==> config.mk <==
export PLATFORM = sky130hd
export DESIGN_NAME = player_controller_gen2
export DESIGN_NICKNAME = d
export VERILOG_FILES = /design/src/rtl/player_controller_gen2.sv
export SDC_FILE = /design/constraint.sdc
export NUM_CORES = 1
export LEC_CHECK = 0
export BUFFER_PORTS_ARGS = -buffer_cell sky130_fd_sc_hd__buf_2
export CELL_PAD_IN_SITES_DETAIL_PLACEMENT = 0
export CELL_PAD_IN_SITES_GLOBAL_PLACEMENT = 1
export CORE_ASPECT_RATIO = 0.9
export CORE_UTILIZATION = 39
export DETAILED_ROUTE_END_ITERATION = 8
export PLACE_DENSITY = 0.88
export SETUP_SLACK_MARGIN = 0.2
export SLEW_MARGIN = 25
export SYNTH_ARGS = -nofsm -noshare
export SYNTH_HDL_FRONTEND = slang
export SYNTH_SLANG_ARGS = --single-unit
==> constraint.sdc <==
create_clock -name clk -period 2.8 [get_ports clk]
set_input_delay 0.56 -clock clk [delete_from_list [all_inputs] [get_ports clk]]
set_output_delay 0.56 -clock clk [all_outputs]
set_load 0.05 [all_outputs]
==> src/rtl/player_controller_gen2.sv <==
// rtl/player_controller_gen2.sv - Dino player FSM with lives, invulnerability, jump arc and optional pause
// Optional pause state is built when PLAYER_PAUSE_EN is defined.
module player_controller_gen2 #(
    parameter int POS_W        = 6,
    parameter int JUMP_HEIGHT  = 24,
    parameter int JUMP_STEP    = 4,
    parameter int LIVES        = 3,
    parameter int LIVES_W      = 2,
    parameter int INVULN_TICKS = 16
) (
    input  logic               clk,
    input  logic               rst,
    input  logic [1:0]         game_tick,
    input  logic               button_up,
    input  logic               button_down,
    input  logic               button_start,
    input  logic               crash,
    output logic [POS_W-1:0]   player_position,
    output logic [LIVES_W-1:0] lives_left,
    output logic [2:0]         game_state,
    output logic               invulnerable,
    output logic               game_start_pulse,
    output logic               jump_pulse,
    output logic               hit_pulse,
    output logic               game_over_pulse
);

    localparam int INV_W = $clog2(INVULN_TICKS + 1);
    localparam logic [POS_W:0]   STEP_X   = (POS_W+1)'(JUMP_STEP);
    localparam logic [POS_W:0]   HEIGHT_X = (POS_W+1)'(JUMP_HEIGHT);
    localparam logic [LIVES_W-1:0] LIVES_X = LIVES_W'(LIVES);
    localparam logic [INV_W-1:0] INV_X    = INV_W'(INVULN_TICKS);
    localparam logic PH_UP   = 1'b0;
    localparam logic PH_DOWN = 1'b1;

    typedef enum logic [2:0] {
        S_IDLE      = 3'd0,
        S_JUMPING   = 3'd1,
        S_RUNNING1  = 3'd2,
        S_RUNNING2  = 3'd3,
        S_DUCKING   = 3'd4,
        S_GAME_OVER = 3'd5,
        S_PAUSED    = 3'd6,
        S_UNUSED    = 3'd7
    } state_t;

    state_t             state_q, state_d;
    logic [POS_W-1:0]   pos_q, pos_d;
    logic [LIVES_W-1:0] lives_q, lives_d;
    logic [INV_W-1:0]   inv_q, inv_d;
    logic               phase_q, phase_d;
    logic               start_prev_q;
`ifdef PLAYER_PAUSE_EN
    state_t             saved_q, saved_d;
`endif

    logic             frame, phys, start_edge, active, crash_ok, fatal, hit;
    logic [POS_W:0]   pos_ext, pos_up;

    assign frame      = game_tick[0];
    assign phys       = game_tick[1];
    assign start_edge = frame & button_start & ~start_prev_q;
    assign active     = (state_q == S_RUNNING1) || (state_q == S_RUNNING2) ||
                        (state_q == S_DUCKING)  || (state_q == S_JUMPING);
    assign crash_ok   = crash & active & ~invulnerable;
    assign fatal      = crash_ok && (lives_q == LIVES_W'(1));
    assign hit        = crash_ok && (lives_q > LIVES_W'(1));
    assign pos_ext    = {1'b0, pos_q};
    assign pos_up     = pos_ext + STEP_X;

    always_comb begin
        state_d          = state_q;
        pos_d            = pos_q;
        lives_d          = lives_q;
        inv_d            = inv_q;
        phase_d          = phase_q;
        game_start_pulse = 1'b0;
        jump_pulse       = 1'b0;
        hit_pulse        = 1'b0;
        game_over_pulse  = 1'b0;
`ifdef PLAYER_PAUSE_EN
        saved_d          = saved_q;
`endif

        if (frame && (inv_q != '0) && (state_q != S_PAUSED))
            inv_d = inv_q - INV_W'(1);

        case (state_q)
            S_IDLE, S_GAME_OVER: begin
                if (start_edge) begin
                    state_d          = S_RUNNING1;
                    lives_d          = LIVES_X;
                    inv_d            = '0;
                    pos_d            = '0;
                    phase_d          = PH_UP;
                    game_start_pulse = 1'b1;
                end
            end
            S_RUNNING1, S_RUNNING2: begin
                if (frame) begin
                    if (button_down) begin
                        state_d = S_DUCKING;
                    end else if (button_up) begin
                        state_d    = S_JUMPING;
                        phase_d    = PH_UP;
                        jump_pulse = 1'b1;
                    end else begin
                        state_d = (state_q == S_RUNNING1) ? S_RUNNING2 : S_RUNNING1;
                    end
                end
            end
            S_DUCKING: begin
                if (frame && !button_down)
                    state_d = S_RUNNING1;
            end
            S_JUMPING: begin
                if (phys) begin
                    if (phase_q == PH_UP) begin
                        if (pos_up >= HEIGHT_X) begin
                            pos_d   = HEIGHT_X[POS_W-1:0];
                            phase_d = PH_DOWN;
                        end else begin
                            pos_d = pos_up[POS_W-1:0];
                        end
                    end else if (pos_ext <= STEP_X) begin
                        pos_d   = '0;
                        state_d = S_RUNNING1;
                    end else begin
                        pos_d = pos_q - STEP_X[POS_W-1:0];
                    end
                end
            end
`ifdef PLAYER_PAUSE_EN
            S_PAUSED: begin
                if (start_edge)
                    state_d = saved_q;
            end
`endif
            default: state_d = S_IDLE;
        endcase

`ifdef PLAYER_PAUSE_EN
        // Pausing freezes the whole snapshot; a crash the same cycle beats the pause request.
        if (active && start_edge && !crash_ok) begin
            saved_d    = state_q;
            state_d    = S_PAUSED;
            pos_d      = pos_q;
            phase_d    = phase_q;
            jump_pulse = 1'b0;
        end
`endif

        if (hit) begin
            lives_d   = lives_q - LIVES_W'(1);
            inv_d     = INV_X;
            hit_pulse = 1'b1;
        end

        if (fatal) begin
            state_d         = S_GAME_OVER;
            lives_d         = '0;
            pos_d           = '0;
            phase_d         = PH_UP;
            jump_pulse      = 1'b0;
            game_over_pulse = 1'b1;
        end
    end

    always_ff @(posedge clk) begin
        if (rst) begin
            state_q      <= S_IDLE;
            pos_q        <= '0;
            lives_q      <= '0;
            inv_q        <= '0;
            phase_q      <= PH_UP;
            start_prev_q <= 1'b0;
`ifdef PLAYER_PAUSE_EN
            saved_q      <= S_IDLE;
`endif
        end else begin
            state_q <= state_d;
            pos_q   <= pos_d;
            lives_q <= lives_d;
            inv_q   <= inv_d;
            phase_q <= phase_d;
            if (frame)
                start_prev_q <= button_start;
`ifdef PLAYER_PAUSE_EN
            saved_q <= saved_d;
`endif
        end
    end

    assign player_position = pos_q;
    assign lives_left      = lives_q;
    assign game_state      = state_q;
    assign invulnerable    = (inv_q != '0);

endmodule

-- Yosys cells after proc, flatten, opt, wreduce, memory -nomap -nowiden
Cells that the tools add are included.
- bits of input ports: 8
- output and inout bits: 16
- word-level logic and storage cells: 107
- flip-flop bits (word level): 18
- reduce and logical (&&, ||, !) cells: 24
- bitwise logic cells: 6
- order comparisons: 3
- mux-type cells: 41
- add/sub/neg operators: 4
- eq/ne operators: 21
- operators with widths (kind ; count):
    $mux W6 ; 5
    $mux W3 ; 8
    $mux W5 ; 4
    $reduce_and A6 Y1 ; 3
    $mux W1 ; 17
    $ne A3 B3 Y1 const B ; 5
    $ne A2 B2 Y1 const B ; 6
    $pmux W3 S4 ; 1
    $pmux W6 S2 ; 1
    $mux W2 ; 4
    $reduce_or A2 Y1 ; 4
    $add A6 B3 Y7 const B ; 1
    $ge A7 B5 Y1 const B ; 1
    $eq A3 B2 Y1 const B ; 2
    $eq A3 B3 Y1 const B ; 2
    $le A6 B3 Y1 const B ; 1
    $ne A3 B2 Y1 const B ; 2
    $reduce_bool A2 Y1 ; 3
    $sub A6 B3 Y6 const B ; 1
    $logic_and A1 B1 Y1 ; 5
    $reduce_bool A5 Y1 ; 1
    $sub A5 B1 Y5 const B ; 1
    $and A1 B1 Y1 ; 4
    $ne A2 B1 Y1 const B ; 2
    other kinds (12) ; 15

-- Longest topological paths before layout
Gate-level depths: netlist of run 1.
- depth in word-level cells: 9
- gate-level depth with buffers: 9
- mapped depth without buffers: 8

-- Least setup slack after synthesis of run 1
No wires, ideal clock.
- kind: register to output
- start point: register state_q[2], in the netlist game_state[2]
- end point: output jump_pulse
- path buffers: 1
- required time: 2.240 ns
- arrival time: 2.178 ns
- stages on the path, launching flop included: 7
- setup slack: 0.062 ns
- path through: dfxtp_1 > buf_2 > o21ai_0 > or2b_1 > or3_4 > clkinv_4 > nor2_1
- cells in the longest elaborated chain, start to end: 8
- elaborated cells between the ends (all ways): 13
- classes of those cells: eq/ne: 4; mux: 2; bitwise: 2; reduce/logical: 5
- ends and longest elaborated chain (what ; line ; source):
    start: declaration ; 47 ; state_t state_q, state_d;
    start signal: assignment ; 181 ; state_q <= state_d;
    $eq A3 B2 Y1 ; 63, 88 ;
    $logic_or A1 B1 Y1 (2 in a row) ; 63 ; assign active = (state_q == S_RUNNING1) || (state_q == S_RUNNING2) ||
    $logic_or A1 B1 Y1 ; 64 ; (state_q == S_DUCKING) || (state_q == S_JUMPING);
    $and A1 B1 Y1 (2 in a row) ; 65 ; assign crash_ok = crash & active & ~invulnerable;
    $logic_and A1 B1 Y1 ; 66 ; assign fatal = crash_ok && (lives_q == LIVES_W'(1));
    $mux W1 (*) ; 159 ; if (fatal) begin
    end: declaration ; 23 ; output logic jump_pulse,
Every way passes the cells marked *; elsewhere a longest branch is shown, timed or not.

-- Worst setup path after layout of run 1
- start point: register inv_q[0]
- end point: output game_over_pulse
- cells in the longest elaborated chain, start to end: 5
- ends and longest elaborated chain (what ; line ; source):
    start: declaration ; 50 ; logic [INV_W-1:0] inv_q, inv_d;
    start signal: assignment ; 184 ; inv_q <= inv_d;
    $reduce_bool A5 Y1 ; 197 ; assign invulnerable = (inv_q != '0);
    $not A1 Y1 ; 65 ;
    $and A1 B1 Y1 ; 65 ;
    $logic_and A1 B1 Y1 ; 66 ;
    $mux W1 ; 159 ;
    end: declaration ; 25 ; output logic game_over_pulse
Every way passes these cells.

==> flow_metrics.tcl, run 1 <==
set metrics [dict create \
    die_w_um 58.9 \
    root_buffer "clkbuf_4" \
    dieArea_um2 3130 \
    r2r_slack_ps 710 \
    avgViaCountPerCell 5.51 \
    r2r_start "player_position[2]" \
    synth_top_area_share_pct 28.2 \
    rsz0062_at_grt "true" \
    grt_max_degree 14 \
    core-area_um2 2750 \
    grt_pass1_wl_um 4060 \
    dr.pass1.iters 4 \
    synth_edf_count 0 \
    fillCellCount 267 \
    slew_headroom_pct 63.3 \
    worstSetupStartpoint "inv_q[0]" \
    wirelength_um 2680 \
    ys_dominant_reg_cell "dfxtp_1" \
    pin_count 24 \
    min_path_cells 2 \
    max_stage_delay_ps 490 \
    netlist_area_um2 1130 \
    maxCapViolations 0 \
    setup_viol_count_final 0 \
    critical_path_peak_fanout 5 \
    worstMarginPinSlew_ps 547 \
    grt_usage_pct 17.0 \
    p_per_area_nw_per_um2 662 \
    final-hold-violation-count 0 \
    drive_above_1_share_pct 26.1 \
    via_count 1130 \
    cts_tree "yes" \
    cts_buffer_depth 2 \
    drcViolationCount 0 \
    crit_chain "inv_4 > ha_4 > or4b_4 > or3_4 > clkinv_4 > buf_4" \
    antenna_found_initial 0 \
    multiInputGateArea_um2 738 \
    hold_start "start_prev_q" \
    path_clk_slew_ps 100 \
    rows 18 \
    yosys-top-cells-area "dfxtp_1, ha_1, nor2_1" \
    diodes 0 \
    start_util_pct 41.3 \
    yosysTopAreaCell "dfxtp_1" \
    drt-initial-drc-count 64 \
    ys_warn_count 0 \
    p_leak_nw 0.563 \
    placed_cells 198 \
    area_growth_pct 17.6 \
    synth-seq-cells 16 \
    clk_latency_ps 290 \
    min_period_ps 2590 \
    ff_latch_area_um2 323 \
    async_reset_ff_share_pct 0 \
    crit_arrival_ps 2030 \
    final_nets 180 \
    dp.final_hpwl_um 1920 \
    path_class "reg2out" \
    ys_seq_area_share_pct 28.2 \
    setup_tns_ps 0 \
    cts-buffers-inserted 3 \
    fmaxAchievable_ghz 0.386 \
    gp_congestion 0.827 \
    r2r_end "player_position[3]" \
    fin_util_pct 48.6 \
    ctsHtreeMaxLevel 1 \
    startpoint_type "flop" \
    required_ps 2240 \
    fin_crit_sh_pct 92.4 \
    wl_per_cell_um 13.1 \
    max-vdd-ir-drop_mv 0.341 \
    hp-class "reg2reg" \
    grt_pass1_vias 901 \
    layoutNonFillerInstCount 205 \
    syn_area_per_cell_um2 7.88 \
    syn_inst 144 \
    detail-route-antenna-nets 0 \
    synth_cell_types 47 \
    cts.sinks 16 \
    fin_hold_ws_ps 514 \
    run_status "completed" \
    r2r_cells 6 \
    cts_hold_buf 0 \
    fin_worst_skew_ps 4.94 \
    crit_slowest_cell "or4b_4" \
    holdPathEnd "start_prev_q" \
    die_h_um 53.2 \
    slew_violations 0 \
    endpoint_kind "output port" \
    grt-ovfl-total 0 \
    port_buffers 21 \
]
-- power breakdown --
part	switching (mW)	total, mW	internal, mW
registers	0.0366	0.295	0.259
clock network	0.0754	0.155	0.0792
logic	0.261	0.433	0.172
-- placed cells by master (no fill, tap or decap), types with 4 or more instances in the layout --
master	synthesis	layout
nor3_1	6	6
nand2_1	10	10
ha_1	6	5
buf_4	2	5
nor2_1	15	14
nor3b_1	4	4
o21ai_0	9	9
inv_1	10	8
a21oi_1	10	10
a31oi_1	4	4
buf_2	3	18
dfxtp_1	16	14
-- through the flow --
stage	instance area (um2)	setup WS (ps)	power, mW
CTS	1290	159	0.827
global placement	1250	468	0.660
global route	1340	145	0.937
finish	1340	212	0.883
detailed placement	1250	428	0.670
floorplan	1140	284	0.626
-- worst max-delay path: cells and delay by family (launching register included) --
| family | cells | cell delay (ps) |
|---|---|---|
| buffers and inverters | 3 | 350 |
| flip-flops | 1 | 350 |
| AND/OR/NAND/NOR | 2 | 920 |
| adder cells (fa/ha/maj) | 1 | 130 |
-- logic make-up (layout without fill, tap and decap cells) --
kind of cell / after synthesis / count (layout) / share of synthesized area, %
flops: 16 / 16 / 28.2
buf+inv: 19 / 39 / 8.38
mux: 1 / 1 / 0.882
simple gates: 61 / 61 / 32.2
compound gates: 35 / 35 / 19.5
xor+xnor: 5 / 5 / 3.86
other cells: 1 / 2 / 0.330
fa+ha+maj: 6 / 6 / 6.62
-- sequential cells by signal, summed over array words and instances, names as in the netlist --
register	count
inv_q	5
game_state	3
start_prev_q	1
player_position	4
phase_q	1
lives_left	2
-- metal layers --
layer  track usage (%)  part of all wire (%)
met5                 0                     0
met4              5.56                  0.52
met3              3.91                   3.7
met2              26.3                    47
met1              23.1                    48
-- cell type report --
type                       instances  share of cell area, %
tap                               40                   3.75
multi-input combinational        110                   55.3
timing repair buffer              24                   10.4
clock buffer                       4                   2.72
inverter                          11                   3.66
sequential                        16                   24.2
-- synthesized netlist by cell type, drive strengths merged (4+ instances only) --
cell,instances
ha,6
inv,10
nand2,10
buf,6
dfxtp,16
a21oi,10
nor3b,4
o21ai,9
nor3,6
a31oi,4
nor2,16
-- worst max-delay path by stage --
stage / slack, ps / end
CTS: 160 / hit_pulse
global route: 150 / jump_pulse
global placement: 470 / game_over_pulse
floorplan: 280 / jump_pulse
finish: 210 / game_over_pulse
detailed placement: 430 / hit_pulse
-- timing repair --
item	4_1_cts	5_1_grt
gates resized for setup	3	8
endpoints found under the setup margin	3	3
pin swaps	1	1
buffers inserted	0	3
Note: power is estimated with default switching activity, not from simulation.
==> inputs of run 2 (changes only) <==
CORE_ASPECT_RATIO = 1.75   (was 0.9)
CORE_UTILIZATION = 32   (was 39)
PLACE_DENSITY = 0.79   (was 0.88)
clock period = 2.2 ns   (was 2.8 ns; I/O delays follow)
==> run 2 against run 1 <==
The run now ends with setup timing left. Clock skew shrank 1.2 ps. Sequential power grew 25%. Clock power is 74% higher. Critical endpoint is now hit_pulse.
==> flow_metrics.tcl, run 2 (synthesis gave the netlist of run 1 again) <==
set metrics [dict create \
    via_count 1177 \
    p_per_area_nw_per_um2 905 \
    r2r_start "inv_q[0]" \
    area_growth_pct 39.0 \
    cts-buffers-inserted 3 \
    cts.sinks 16 \
    die_h_um 80.8 \
    fin_ws_ps -147 \
    fin_worst_skew_ps 3.71 \
    fin_hold_ws_ps 435 \
    root_buffer "clkbuf_8" \
    pin_count 24 \
    grt-ovfl-total 0 \
    slew_violations 0 \
    min_period_ps 2350 \
    final_nets 192 \
    path_clk_slew_ps 70 \
    maxCapViolations 0 \
    drive_above_1_share_pct 40.7 \
    hp-class "in2reg" \
    path_class "reg2out" \
    largest_reg_flops 5 \
    grt_pass1_vias 1161 \
    antenna_found_initial 0 \
    fmaxAchievable_ghz 0.426 \
    cts_tree "yes" \
    startpoint_type "flop" \
    diodes 0 \
    ctsHtreeMaxLevel 1 \
    dp.final_hpwl_um 2230 \
    r2r_end "player_position[3]" \
    fin_crit_sh_pct 107 \
    r2r_slack_ps 140 \
    max-vdd-ir-drop_mv 0.421 \
    wirelength_um 3200 \
    endpoint_kind "output port" \
    wl_per_cell_um 14.4 \
    core-area_um2 3400 \
    crit_arrival_ps 1910 \
    regMostFlops "inv_q" \
    final-hold-violation-count 0 \
    port_buffers 21 \
    p_leak_nw 0.637 \
    rsz0062_at_grt "true" \
    min_path_cells 3 \
    cts_buffer_depth 2 \
    start_util_pct 33.4 \
    setup_tns_ps -395 \
    clk_latency_ps 260 \
    final_common_cell "buf_2" \
    fin_util_pct 46.4 \
    power_mw 1.43 \
    r2r_cells 9 \
    drcViolationCount 0 \
    crit_end "hit_pulse" \
    required_ps 1760 \
    dr.pass1.iters 5 \
    grt_pass1_wl_um 4940 \
    violations "setup timing" \
    detail-route-antenna-nets 0 \
    layout_common_cells "buf_2, buf_4, nand2_1" \
    gp_congestion 0.769 \
    setup_viol_count_final 4 \
    dieArea_um2 3800 \
    die_w_um 47.0 \
    run_status "complete, but fails checks" \
    grt_max_degree 14 \
    rows 28 \
    drt-initial-drc-count 37 \
    critical_path_peak_fanout 2 \
    worstSetupStartpoint "inv_q[0]" \
    dp_slack_ps 28.5 \
    grt_usage_pct 18.1 \
    avgViaCountPerCell 5.30 \
]
## run 2: through the flow
stage,instance area [um2],cells
after floorplan,1170,145
after global placement,1320,208
after detailed placement,1320,208
after CTS,1450,217
after global routing,1580,222
final,1580,222
## run 2: worst min path at each step
stage	slack (ps)	endpoint	start
finish	440	start_prev_q	button_start
global route	480	game_state[0]	rst
CTS	430	start_prev_q	button_start
detailed placement	480	start_prev_q	start_prev_q
global placement	470	start_prev_q	start_prev_q
floorplan	450	start_prev_q	start_prev_q
## run 2: power breakdown
| part | internal [mW] | switching (mW) | leakage (nW) |
|---|---|---|---|
| logic | 0.370 | 0.420 | 0.474 |
| clock network | 0.159 | 0.111 | 0.0288 |
| registers | 0.331 | 0.0372 | 0.134 |
## run 2: metal layers
metal,wire length (um),GRT usage (%)
met1,1190,17.5
met2,1820,33.9
met5,0,0
met4,112,10.0
met3,84,2.67
## run 2: cell type report
class	count	area [um2]
sequential	16	334
multi-input combinational	110	798
clock buffer	4	55.1
timing repair buffer	36	277
fill	342	1820
inverter	11	57.6
tap	45	56.3
## run 2: repair_timing
action	4_1_cts	5_1_grt
hold buffers	0	0
pin swaps	1	6
buffers inserted	5	5
endpoints found under the setup margin	6	15
resized for setup	15	21
hold endpoints to repair	0	0
## run 2: critical path, cell delays in order, from the launching register on
cell	delay [ps]
dfxtp_2	330
inv_2	80
ha_4	130
or4b_4	470
buf_6	140
nor2_4	70
nor4b_4	240
buf_6	200
